<file path="src/rtl/instruction_fetch_unit_pkg.sv">
`default_nettype none
// ---------------------------------------------------------------------------
// instruction_fetch_unit_pkg : MIPS opcode constants and fetch FSM encoding
// Revision: 1.0
// ---------------------------------------------------------------------------
package instruction_fetch_unit_pkg;

  localparam logic [5:0] OP_RTYPE  = 6'b000000;
  localparam logic [5:0] OP_REGIMM = 6'b000001;
  localparam logic [5:0] OP_J      = 6'b000010;

  localparam logic [1:0] ST_BOOT = 2'd0;
  localparam logic [1:0] ST_RUN  = 2'd1;
  localparam logic [1:0] ST_HOLD = 2'd2;

  function automatic logic is_jump_op(input logic [5:0] opcode);
    return (opcode == OP_J);
  endfunction

endpackage
`default_nettype wire

</file>
<file path="src/rtl/instruction_fetch_unit_fetch_next_pc.sv">
`default_nettype none
// ---------------------------------------------------------------------------
// fetch_next_pc : static not-taken next-PC, resolving J targets in fetch
// Revision: 1.0
// ---------------------------------------------------------------------------
module fetch_next_pc
  import instruction_fetch_unit_pkg::*;
(
  input  logic [29:0] i_pc,
  input  logic [31:0] i_instruction,
  output logic [29:0] o_next_pc,
  output logic        o_is_jump
);

  logic [29:0] w_pc_plus1;

  // Word-address increment wraps naturally at 2^30
  assign w_pc_plus1 = i_pc + 30'd1;
  assign o_is_jump  = is_jump_op(i_instruction[31:26]);

  always_comb begin
    o_next_pc = w_pc_plus1;
    if (o_is_jump) begin
      o_next_pc = {w_pc_plus1[29:26], i_instruction[25:0]};
    end
  end

endmodule
`default_nettype wire

</file>
<file path="src/rtl/instruction_fetch_unit.sv">
`default_nettype none
// ---------------------------------------------------------------------------
// instruction_fetch_unit : single-stage fetch from combinational ROM
// Revision: 1.0
// ---------------------------------------------------------------------------
module instruction_fetch_unit
  import instruction_fetch_unit_pkg::*;
#(
  parameter logic [29:0] RESET_PC = 30'h0
) (
  input  logic        clk,
  input  logic        reset,
  input  logic        stall,
  input  logic        redirect_valid,
  input  logic [29:0] redirect_target,
  output logic [29:0] imem_address,
  input  logic [31:0] imem_instruction,
  output logic        if_valid,
  output logic [31:0] if_instruction,
  output logic [29:0] if_pc,
  output logic        if_is_jump,
  output logic [15:0] bubble_count
);

  logic [1:0]  r_state;
  logic [29:0] r_pc;
  logic        r_if_valid;
  logic [31:0] r_if_instruction;
  logic [29:0] r_if_pc;
  logic        r_if_is_jump;
  logic [15:0] r_bubble_count;

  logic [29:0] w_next_pc;
  logic        w_is_jump;
  logic        w_if_valid_nxt;

  fetch_next_pc u_fetch_next_pc (
    .i_pc          (r_pc),
    .i_instruction (imem_instruction),
    .o_next_pc     (w_next_pc),
    .o_is_jump     (w_is_jump)
  );

  // A stalled cycle keeps whatever validity the output register already had
  always_comb begin
    w_if_valid_nxt = 1'b1;
    if (redirect_valid || (r_state == ST_BOOT)) begin
      w_if_valid_nxt = 1'b0;
    end else if (stall) begin
      w_if_valid_nxt = r_if_valid;
    end
  end

  always_ff @(posedge clk) begin
    if (reset) begin
      r_state          <= ST_BOOT;
      r_pc             <= RESET_PC;
      r_if_valid       <= 1'b0;
      r_if_instruction <= 32'h0;
      r_if_pc          <= 30'h0;
      r_if_is_jump     <= 1'b0;
      r_bubble_count   <= 16'h0;
    end else begin
      r_if_valid <= w_if_valid_nxt;
      if (!w_if_valid_nxt && (r_bubble_count != 16'hFFFF)) begin
        r_bubble_count <= r_bubble_count + 16'd1;
      end

      if (redirect_valid) begin
        r_state      <= ST_RUN;
        r_pc         <= redirect_target;
        r_if_is_jump <= 1'b0;
      end else begin
        case (r_state)
          ST_BOOT: begin
            r_state      <= ST_RUN;
            r_pc         <= RESET_PC;
            r_if_is_jump <= 1'b0;
          end
          default: begin
            if (stall) begin
              r_state <= ST_HOLD;
            end else begin
              r_state          <= ST_RUN;
              r_if_instruction <= imem_instruction;
              r_if_pc          <= r_pc;
              r_if_is_jump     <= w_is_jump;
              r_pc             <= w_next_pc;
            end
          end
        endcase
      end
    end
  end

  assign imem_address   = r_pc;
  assign if_valid       = r_if_valid;
  assign if_instruction = r_if_instruction;
  assign if_pc          = r_if_pc;
  assign if_is_jump     = r_if_is_jump;
  assign bubble_count   = r_bubble_count;

endmodule
`default_nettype wire

</file>
<file path="config.mk">
export PLATFORM = sky130hd
export DESIGN_NAME = instruction_fetch_unit
export DESIGN_NICKNAME = d
export VERILOG_FILES = /design/src/rtl/instruction_fetch_unit_pkg.sv /design/src/rtl/instruction_fetch_unit_fetch_next_pc.sv /design/src/rtl/instruction_fetch_unit.sv
export SDC_FILE = /design/constraint.sdc
export NUM_CORES = 1
export LEC_CHECK = 0
export BUFFER_PORTS_ARGS = -buffer_cell sky130_fd_sc_hd__buf_4
export CAP_MARGIN = 20
export CORE_ASPECT_RATIO = 1.4
export CORE_MARGIN = 2
export CORE_UTILIZATION = 51
export CTS_CLUSTER_SIZE = 40
export DETAILED_ROUTE_END_ITERATION = 7
export GPL_ROUTABILITY_DRIVEN = 0
export GPL_TIMING_DRIVEN = 1
export PLACE_DENSITY = 0.91
export RECOVER_POWER = 100
export SYNTH_ARGS = -nofsm -noshare
export SYNTH_HDL_FRONTEND = slang
export SYNTH_SLANG_ARGS = --single-unit
export TNS_END_PERCENT = 50
</file>
<file path="constraint.sdc">
create_clock -name clk -period 2.65 [get_ports clk]
set_clock_uncertainty 0.1 [all_clocks]
set_input_delay 0.265 -clock clk [delete_from_list [all_inputs] [get_ports clk]]
set_output_delay 0.265 -clock clk [all_outputs]
set_load 0.005 [all_outputs]
</file>
; ---- Word level (Yosys, flattened, before mapping)
; Index checks and enable logic that the tools add are counted.
[totals]
reg_bits = 112
inputBits = 66
output_inout_bits = 110
elab_cells = 31
[op_classes]
addsub = 2
eq_ne = 3
muxes = 9
n_bitwise = 3
n_reduce_logical = 6
[ops]
columns = operator, n
row1 = $mux 30, 3
row2 = $add 30x1->30 const B, 1
row3 = $mux 26, 1
row4 = $add 16x1->16 const B, 1
row5 = $ne 16x16->1 const B, 1
row6 = $eq 6x2->1 const B, 1
row7 = $mux 1, 4
row8 = $ne 3x1->1 const B, 1
row9 = $not 1->1, 3
row10 = $reduce_and 3->1, 1
row11 = $reduce_or 3->1, 1
row12 = $logic_not 2->1, 1
row13 = $mux 2, 1
row14 = $logic_and 1x1->1, 1
row15 = $logic_not 1->1, 1
row16 = $logic_or 1x1->1, 1

; ---- Longest topological paths before layout
; Gate-level depths: netlist of the first run.
[depth]
ltp_word = 5
mapped_depth = 7
mapped_depth_nobuf = 6

; ---- Hierarchy
; Synthesis of the first run repeated with hierarchy kept, for this count alone.
[unflattened]
hier_cells = 686
hier_area_um2 = 5207.5
[by_module_without_submodules]
columns = mod, instances, cells_per_inst, area_per_inst_um2, seq_area_each_um2
row1 = instruction_fetch_unit, 1, 552, 4418.0, 2242.2
row2 = fetch_next_pc, 1, 134, 789.5, 0.0

; ---- Worst setup path before layout of the first run
; Ideal clock, no wire load.
[synth_path]
path_type = reg2reg
startpoint = reg r_pc[5] (netlist: imem_address[5])
endpoint = reg r_pc[19] (netlist: imem_address[19])
setup_ns = 0.103
arrival_ns = 1.709
t_required_ns = 2.447
path_slack_ns = 0.738
path_stages_with_launch = 7
path_buffers = 1
period_less_slack_ns = 1.912
path_cell_list = dfxtp_1 > buf_2 > nand4_4 > nor4_4 > nand3_2 > xor2_1 > a2111oi_2
[synth_between]
elab_chain_cells = 5
[synth_rtl]
columns = element, line
row1 = start: declaration, instruction_fetch_unit.sv:26  ; logic [29:0] r_pc;
row2 = start signal: assignment, instruction_fetch_unit.sv:71  ; r_pc <= redirect_target;
row3 = start signal: assignment, instruction_fetch_unit.sv:88  ; r_pc <= w_next_pc;
row4 = $add 30x1->30, instruction_fetch_unit_fetch_next_pc.sv:18  ; assign w_pc_plus1 = i_pc + 30'd1;
row5 = $mux 26, instruction_fetch_unit_fetch_next_pc.sv:23  ; if (o_is_jump) begin
row6 = $mux 30, instruction_fetch_unit.sv:81  ; if (stall) begin
row7 = $mux 30, instruction_fetch_unit.sv:74  ; case (r_state)
row8 = $mux 30, instruction_fetch_unit.sv:69  ; if (redirect_valid) begin
; Every way passes these cells. The select of a mux whose other input is x is not followed.
; A chain may end at the register's enable or synchronous reset.

; ---- Final worst setup path of the first run
[layout_path]
startpoint = reg r_pc[3] (netlist: imem_address[3])
endpoint = reg r_pc[19] (netlist: imem_address[19])
; The elaborated chain is that of the path after synthesis.

==> flow_summary.yaml, run 1 <==
timing:
  slew_violations: 0
  rsz0062_at_grt: "false"
  slew-limit-headroom_pct: 34.1
  setup_viol: 0
  fin_setup_tns_ns: 0
  min_period_over_period_pct: 94.3
  min_period_ns: 2.50
  final_hold_viol_count: 0
  worst_slew_pin_slew_ns: 0.986
  fmax_mhz: 400
  holdWs_ns: 0.0226
clocking:
  post_cts_buffers: 0
  clkSinkCount: 112
  cts.path.max_buffers: 2
  cts-root-buf: "clkbuf_16"
  cts_buffers: 9
  cts-htree-levels: 3
  cts-resized-gates: 0
  clkLatencyLatePin_ns: 0.35
  clkTransAtPathRegs_ns: 0.07
  postCtsHoldBufs: 0
  cts_tree: "done"
die:
  fp-row-count: 43
  die_h_um: 124
  io_pins: 176
  die_w_um: 89.8
  core_mm2: 0.00995
  die_area_mm2: 0.0111
  start_util_pct: 52.8
logic_synthesis:
  yosysUniqueCellTypes: 58
  synth_nets: 738
  synth_top_family_by_area: "simple AND/OR/NAND/NOR gates"
  syn_inst: 670
  syn_avg_cell_area_um2: 7.85
  synthAdderAreaFrac_pct: 0.476
  synth-edff-count: 0
  synth-async-reset-ratio_pct: 0
  syn_area_mm2: 0.00526
  synthXorXnorAreaFrac_pct: 4.16
  synth_compound_area_share_pct: 20.7
  ys_ff_latch: 112
  ys_seq_area_share_pct: 42.6
  synth_top_cell_by_area: "dfxtp_1"
  synthFlopType: "dfxtp_1"
  yosysTopAreaCellShare_pct: 42.6
  synth_area_leaders: "dfxtp_1 43%, nand2_1 11%, a21oi_1 9.0%"
  synth.area.mux_share_pct: 0.619
  synth_warnings: 0
  synth-simple-area-share_pct: 27.2
cells_and_area:
  multiInputGateArea_mm2: 0.00276
  final-seq-area_mm2: 0.00224
  drive_gt1_share_pct: 24.3
  n_fill_cell: 814
  n_antenna_cell: 0
  area_delta_synth_final_pct: 30.7
  nets: 895
  final_area_mm2: 0.00687
hold_path:
  min_path_type: "in -> reg"
global_route:
  grt_pass1_wl_um: 27400
  grtUsageMet2_pct: 54.1
  met1_usage_pct: 34.5
  grt_pass1_vias: 5485
  grt.busiest_layer: "met2"
  grt_use_met3_pct: 5.57
  grt_antenna_before_repair: 0
  grt_usage_pct: 30.6
  grt_max_degree: 47
  grt.overflow.total: 0
critical_path:
  cp.buffers_inverters: 0
  cpLargestDelayFamily: "simple AND/OR/NAND/NOR gates"
  critPathArrivalTime_ns: 2.62
  path_max_fanout: 9
  end_kind: "flop"
  slowest_delay_ns: 0.74
  required_ns: 2.78
  path_class: "reg -> reg"
  crit_slowest_cell: "nor4_2"
  path_cells: "nand4_4 > nor4_2 > nand3_2 > xor2_1 > a2111oi_0"
  r2r_setup_slack_ns: 0.15
  critPathLaunchType: "flop"
drt:
  viasPerCell: 6.08
  avgRoutedWirePerCell_um: 18.2
  drtIter0Drc: 659
  vias: 5877
  drt-total-wl_um: 17600
  antenna_left: 0
  firstDrtPassIters: 6
  drc_errors: 0
placed_design:
  place_hpwl_um: 13000
  postPlaceCellArea_mm2: 0.00671
  numPortBuffers: 175
power:
  max-vdd-ir-drop_uv: 382
  p_leak_nw: 2.62
  power.density_mw_per_mm2: 528
job:
  maxCapViolations: 0
status:
  status: "finished clean"
[synthesized netlist by cell type, drive strengths merged (4+ instances only)]
library cell and n:
inv 9, nor3 15, clkbuf 37, a221oi 8
and4 7, nor2b 4, a31oi 9, nor2 44
a21oi 95, nand2 156, dfxtp 112, o211ai 5
nand4 16, o21ai 18, o31ai 4, xnor2 17
nor4 13, nand3 20, xor2 8, and3 7
a211oi 8, buf 10
[layout by cell type (no fill, tap or decap), types with 3 or more instances in the layout]
cell       synthesis  layout
and3_1             7       7
nand2_1          155     156
a31oi_1            9       9
nor2_1            44      43
nor4_1             8      10
nand4_1           15      15
xnor2_1           17      17
buf_4              0      74
and4_1             7       7
dfxtp_1          112     112
a211oi_1           8       8
inv_1              9       9
xor2_1             8       8
nor3_1            15      15
clkbuf_1          37      22
a221oi_1           8       8
a21oi_1           95      95
or2_2              3       3
o211ai_1           5       5
nor4b_1            2       3
nand3_1           19      19
clkbuf_4           0      97
nor2b_1            4       4
o31ai_1            4       4
o221a_2            3       3
a311oi_1           3       3
clkbuf_16          0       9
o21ai_0           17      18
or3_1              3       3
[final cells by class]
class / count / share of cell area [%]
timing repair buffer: 193 / 19.9
inverter: 9 / 0.492
multi-input combinational: 502 / 40.2
clock inverter: 5 / 0.820
sequential: 112 / 32.6
clock buffer: 11 / 3.53
tap: 135 / 2.46
[kinds of logic after synthesis]
kind of cell	Yosys count
buf+inv	56
flops	112
xor+xnor	25
mux	3
compound gates	176
fa+ha+maj	2
simple gates	296
[where the power goes]
group / total [mW] / internal (mW) / switching [mW]
combinational: 0.456 / 0.207 / 0.249
sequential: 1.81 / 1.74 / 0.0733
clock: 1.36 / 0.758 / 0.602
[final timing paths]
check | startpoint | endpoint | cells past startpoint
min | redirect_target[26] | imem_address[26] | 3
max reg2reg | imem_address[3] | imem_address[19] | 5
max | imem_address[3] | imem_address[19] | 5
min reg2reg | if_pc[8] | if_pc[8] | 2
[registers in the layout, indices dropped and copies added, names as in the netlist]
signal          count
if_instruction     32
if_pc              30
imem_address       30
bubble_count       16
r_state             2
if_is_jump          1
if_valid            1
[layer usage]
layer  wire length [um]  vias to the layer above
li1                   -                     2700
met1               6160                     2715
met5                  0                        -
met4                953                        0
met2               8940                      382
met3               1520                       80
[through the flow]
step                std cells  util (%)  worst slack (ns)  total power, mW
floorplan                 670         -             0.738             2.05
global placement          950      67.4             0.474             2.29
detailed placement        950      67.4             0.366             2.31
CTS                       966      70.4             0.327             3.65
global route              967      69.0            0.0232             3.75
finish                    967      69.0             0.152             3.63
[worst reg2reg max path: stages (launching register included)]
cell and delay (ns):
dfxtp_1 0.57, nand4_4 0.25, nor4_2 0.74, nand3_2 0.14, xor2_1 0.16, a2111oi_0 0.40
Power figures use the tool's default switching activity.
==> inputs of run 2 (changes only) <==
- RECOVER_POWER: 100 -> not set
- SETUP_SLACK_MARGIN: not set -> 0.5
==> run 2 against run 1 <==
Net effect: sequential share of layout area down 1.2 points; critical path depth unchanged; combinational power up 7.9%; non-clock buffer count up 9; clock-buffer cell count unchanged; sequential power about the same; die area unchanged; cell count up 0.93%; final area up 4.4%; maximum frequency up 14%; sequential cell count unchanged.
==> flow_summary.yaml, run 2 (synthesis gave the netlist of run 1 again) <==
drt:
  viasPerCell: 6.19
  firstDrtPassIters: 7
  vias: 6039
  drt-total-wl_um: 18800
  drtIter0Drc: 669
  drc_errors: 0
  avgRoutedWirePerCell_um: 19.2
  antenna_left: 0
critical_path:
  path_class: "reg -> reg"
  required_ns: 2.81
  r2r-start: "imem_address[13]"
  critPathLaunchType: "flop"
  path_max_fanout: 9
  r2r_end: "imem_address[28]"
  worstRegToRegCells: 5
  r2r_setup_slack_ns: 0.46
  end_kind: "flop"
  critPathArrivalTime_ns: 2.35
global_route:
  grt_pass1_vias: 5546
  grt_usage_pct: 31.0
  grt_antenna_before_repair: 0
  grt.overflow.total: 0
  grt_pass1_wl_um: 27700
  grt_max_degree: 47
clocking:
  clkSinkCount: 112
  cts-htree-levels: 3
  clkLatencyLatePin_ns: 0.35
  clkTransAtPathRegs_ns: 0.07
  postCtsHoldBufs: 0
  cts_tree: "done"
  cts.path.max_buffers: 2
  cts_buffers: 9
  cts-root-buf: "clkbuf_16"
hold_path:
  min_path_type: "in -> reg"
  hold_depth: 3
  holdPathEnd: "imem_address[26]"
  min-delay-start: "redirect_target[26]"
cells_and_area:
  n_antenna_cell: 0
  largest_reg_flops: 32
  final_cells: 976
  area_delta_synth_final_pct: 36.4
  final_area_mm2: 0.00717
  nets: 904
  layout_common_cells: "200 x buf_4, 152 x nand2_1, 104 x dfxtp_1, 95 x a21oi_1, 42 x nor2_1"
  n_fill_cell: 731
  drive_gt1_share_pct: 30.7
  final_common_cell: "buf_4"
timing:
  worst_slew_pin_slew_ns: 0.768
  min_period_over_period_pct: 82.6
  rsz0062_at_grt: "false"
  setup_viol: 0
  worst_slack_ns: 0.461
  fin_setup_tns_ns: 0
  fmax_mhz: 457
  final_hold_viol_count: 0
  slew-limit-headroom_pct: 48.6
  slew_violations: 0
  min_period_ns: 2.19
die:
  die_w_um: 89.8
  start_util_pct: 52.8
  io_pins: 176
  die_area_mm2: 0.0111
  die_h_um: 124
  core_mm2: 0.00995
  fp-row-count: 43
power:
  p_leak_nw: 2.90
  max-vdd-ir-drop_uv: 389
  power.density_mw_per_mm2: 513
placed_design:
  numPortBuffers: 175
  place_hpwl_um: 13000
  dp_cells: 950
  pre_cts_slack_ns: 0.366
  postPlaceCellArea_mm2: 0.00671
job:
  maxCapViolations: 0
status:
  status: "finished clean"
[run 2: cell types whose count changed in the layout (fill, tap and decap cells not counted), sizes merged]
cell	previous run	this run
buf	74	202
clkbuf	130	11
[run 2: through the flow]
step	hold WS (ns)	total power [mW]	utilization [%]
finish	0.0261	3.68	72.1
floorplan	0.274	2.05	-
CTS	0.0201	3.65	70.9
global route	0.0484	3.79	72.1
detailed placement	0.347	2.31	67.4
global placement	0.342	2.29	67.4
[run 2: worst max path at each step]
| stage | from | endpoint | slack (ns) | depth (start not counted) |
|---|---|---|---|---|
| 2_1_floorplan | imem_address[5] | imem_address[19] | 0.74 | 6 |
| 3_3_place_gp | redirect_valid | imem_address[15] | 0.47 | 5 |
| 3_5_place_dp | redirect_valid | imem_address[15] | 0.37 | 5 |
| 4_1_cts | imem_address[3] | imem_address[11] | 0.43 | 5 |
| 5_1_grt | imem_address[13] | imem_address[28] | 0.43 | 5 |
| 6_report | imem_address[13] | imem_address[28] | 0.46 | 5 |
[run 2: layer usage]
metal,wire [um],track usage (%),vias up
met2,9220,54.9,441
met3,1820,5.99,119
li1,-,-,2713
met5,0,0,-
met4,1340,19.8,0
met1,6370,34.6,2766
[run 2: area by class of cell]
type	count	area, um2	share of cell area, %
repair buffers	202	1530	21.4
inverters	9	33.8	0.471
clock buffers	11	243	3.38
multi-input cells	502	2890	40.2
well taps	135	169	2.36
flip-flops and latches	112	2250	31.4
clock inverters	5	56.3	0.785
[run 2: worst max-delay path, stage by stage, from the launching register on]
cell	delay, ns
dfxtp_1	0.53
nand4_1	0.30
nor4_4	0.48
nand4_1	0.19
xor2_1	0.20
a221oi_1	0.30
[run 2: timing repair]
| action | CTS | global route |
|---|---|---|
| gates cloned | 0 | 0 |
| pin swaps | 2 | 3 |
| resized for setup | 2 | 21 |
| hold endpoints to repair | 0 | 0 |
| endpoints found under the setup margin | 11 | 26 |
| setup buffers | 5 | 4 |
[run 2: power breakdown]
part / switching (mW) / internal (mW)
Combinational: 0.263 / 0.229
Sequential: 0.0790 / 1.74
Clock: 0.607 / 0.758
==> inputs of run 3 (changes only) <==
- ABC_AREA: not set -> 1
- CORE_UTILIZATION: 51 -> 52
- clock period: 2.65 -> 2.1 ns (I/O delays scaled with it)
==> run 3 against run 2 <==
Net effect: critical path depth is 1 higher; clock power is 24% higher; cell count is 19% higher; hold slack better by 0.014 ns; sequential power is 28% higher; via count is 10% higher; global-route usage is 1.5 points lower; power is 27% higher; area after synthesis is 7.4% higher; first-iteration DRC count is 17% lower; combinational power is 38% higher; critical path type unchanged; largest cell class unchanged; largest power group unchanged.
==> flow_summary.yaml, run 3 <==
clocking:
  clkSinkCount: 112
  cts.path.max_buffers: 2
  postCtsHoldBufs: 0
  cts-root-buf: "clkbuf_16"
  cts_tree: "done"
  clkTransAtPathRegs_ns: 0.07
  cts_buffers: 9
  clkLatencyLatePin_ns: 0.35
  cts-htree-levels: 3
cells_and_area:
  nets: 1081
  largest_reg_flops: 32
  area_delta_synth_final_pct: 37.2
  final_common_cell: "nand2_1"
  final_cells: 1159
  drive_gt1_share_pct: 29.8
  final_area_mm2: 0.00774
  layout_common_cells: "199 x nand2_1, 192 x buf_4, 134 x a21oi_1, 97 x nand3_1, 85 x dfxtp_1"
  n_antenna_cell: 0
die:
  die_area_mm2: 0.0117
  io_pins: 176
  core_mm2: 0.0107
  die_h_um: 127
  die_w_um: 92.1
  start_util_pct: 52.8
  fp-row-count: 45
drt:
  drt-total-wl_um: 18700
  firstDrtPassIters: 7
  avgRoutedWirePerCell_um: 16.1
  drc_errors: 0
  vias: 6651
  antenna_left: 0
  drtIter0Drc: 552
  viasPerCell: 5.74
timing:
  worst_slew_pin_slew_ns: 0.819
  min_period_over_period_pct: 78.2
  worst_slack_ns: 0.458
  min_period_ns: 1.64
  fin_setup_tns_ns: 0
  rsz0062_at_grt: "true"
  slew_violations: 0
  final_hold_viol_count: 0
  slew-limit-headroom_pct: 45.4
  setup_viol: 0
  fmax_mhz: 609
critical_path:
  required_ns: 2.27
  path_max_fanout: 5
  cpLargestDelayFamily: "simple AND/OR/NAND/NOR gates"
  path_class: "reg -> reg"
  critPathArrivalTime_ns: 1.82
  path_cells: "nand2_2 > nor2_1 > nand3_1 > xnor2_1 > nand2_1 > a21oi_1"
  cp.buffers_inverters: 0
  crit_slowest_cell: "dfxtp_1"
  critPathLaunchType: "flop"
  slowest_delay_ns: 0.50
  end_kind: "flop"
global_route:
  grt_pass1_vias: 5839
  grt_max_degree: 76
  grt_usage_pct: 29.5
  grt_antenna_before_repair: 0
  grt.overflow.total: 0
  grt_pass1_wl_um: 28000
logic_synthesis:
  synth_warnings: 0
  ys_ff_latch: 112
  synthXorXnorAreaFrac_pct: 2.17
  synth-async-reset-ratio_pct: 0
  syn_area_mm2: 0.00565
  synth_most_common_cell: "nand2_1"
  syn_inst: 853
  synthFlopType: "dfxtp_1"
  synth-simple-area-share_pct: 33.3
  synth.area.mux_share_pct: 0
  synth-edff-count: 0
  synth_compound_area_share_pct: 17.4
  ys_seq_area_share_pct: 39.7
  synth_nets: 921
  synth_area_leaders: "dfxtp_1 40%, nand2_1 14%, a21oi_1 12%"
  synthAdderAreaFrac_pct: 0.443
  syn_avg_cell_area_um2: 6.62
  synth_top_family_by_area: "simple AND/OR/NAND/NOR gates"
  synth_common_cells: "208 x nand2_1, 137 x a21oi_1, 112 x dfxtp_1, 100 x nand3_1, 96 x nor2_1"
  synth_top_cell_by_area: "dfxtp_1"
  yosysUniqueCellTypes: 34
  yosysTopAreaCellShare_pct: 39.7
placed_design:
  dp_cells: 1132
  pre_cts_slack_ns: 0.327
  postPlaceCellArea_mm2: 0.00707
  place_hpwl_um: 12400
  numPortBuffers: 175
job:
  maxCapViolations: 0
power:
  power.density_mw_per_mm2: 605
  p_leak_nw: 3.11
  max-vdd-ir-drop_uv: 517
hold_path:
  min_path_type: "in -> reg"
status:
  status: "finished clean"
run 3: cell count changes after synthesis, moves of 10 or more:
cell     delta
nand3_1    +81
xnor2_1    -10
inv_1      +31
nor2_1     +52
a21oi_1    +42
o21ai_0    +29
nand2_1    +53
run 3: worst register-to-register path, stage by stage (launching register included):
cell and delay, ns:
dfxtp_1 0.50, nand2_2 0.15, nor2_1 0.23, nand3_1 0.18, xnor2_1 0.19, nand2_1 0.08, a21oi_1 0.14
run 3: layer usage:
metal | wire length, um | global-route usage (%) | share of wire, %
met1 | 7120 | 35.7 | 38
met2 | 9480 | 50.6 | 51
met3 | 1420 | 4.42 | 7.6
met4 | 665 | 15.5 | 3.6
met5 | 0 | 0 | 0
run 3: cell type report:
cell class	count	area, um2
inverter	44	199
timing repair buffer	199	1550
fill	835	2950
tap	141	176
clock inverter	4	27.5
multi-input combinational	647	3210
sequential	112	2320
clock buffer	12	267
run 3: cell families (layout without fill, tap and decap cells):
logic type,Yosys count,after routing
compound gates,192,192
xor+xnor,14,14
fa+ha+maj,2,2
buf+inv,94,259
flops,112,112
simple gates,439,439
run 3: timing repair:
item / CTS / global route
pin swaps: 2 / 14
buffers inserted: 5 / 6
endpoints found under the setup margin: 46 / 44
resized for setup: 10 / 92
run 3: power by group:
part           switching, mW  total (mW)  internal, mW
logic                  0.354       0.678         0.324
clock network          0.778        1.68         0.901
registers              0.120        2.33          2.21
run 3: path summary, 6_finish.rpt:
check                       end               start  slack (ns)  cells past startpoint
max            bubble_count[10]     bubble_count[7]        0.46                      6
min             imem_address[9]  redirect_target[9]        0.04                      3
max reg2reg    bubble_count[10]     bubble_count[7]        0.46                      6
min reg2reg  if_instruction[31]  if_instruction[31]        0.36                      2
run 3: per-stage QoR:
stage,hold WS (ns),power [mW],util [%]
after floorplan,0.275,2.65,-
after CTS,0.0358,4.65,69.5
after global placement,0.349,2.98,66.1
after global routing,0.0447,4.87,72.4
final,0.0399,4.68,72.4
after detailed placement,0.353,2.99,66.1
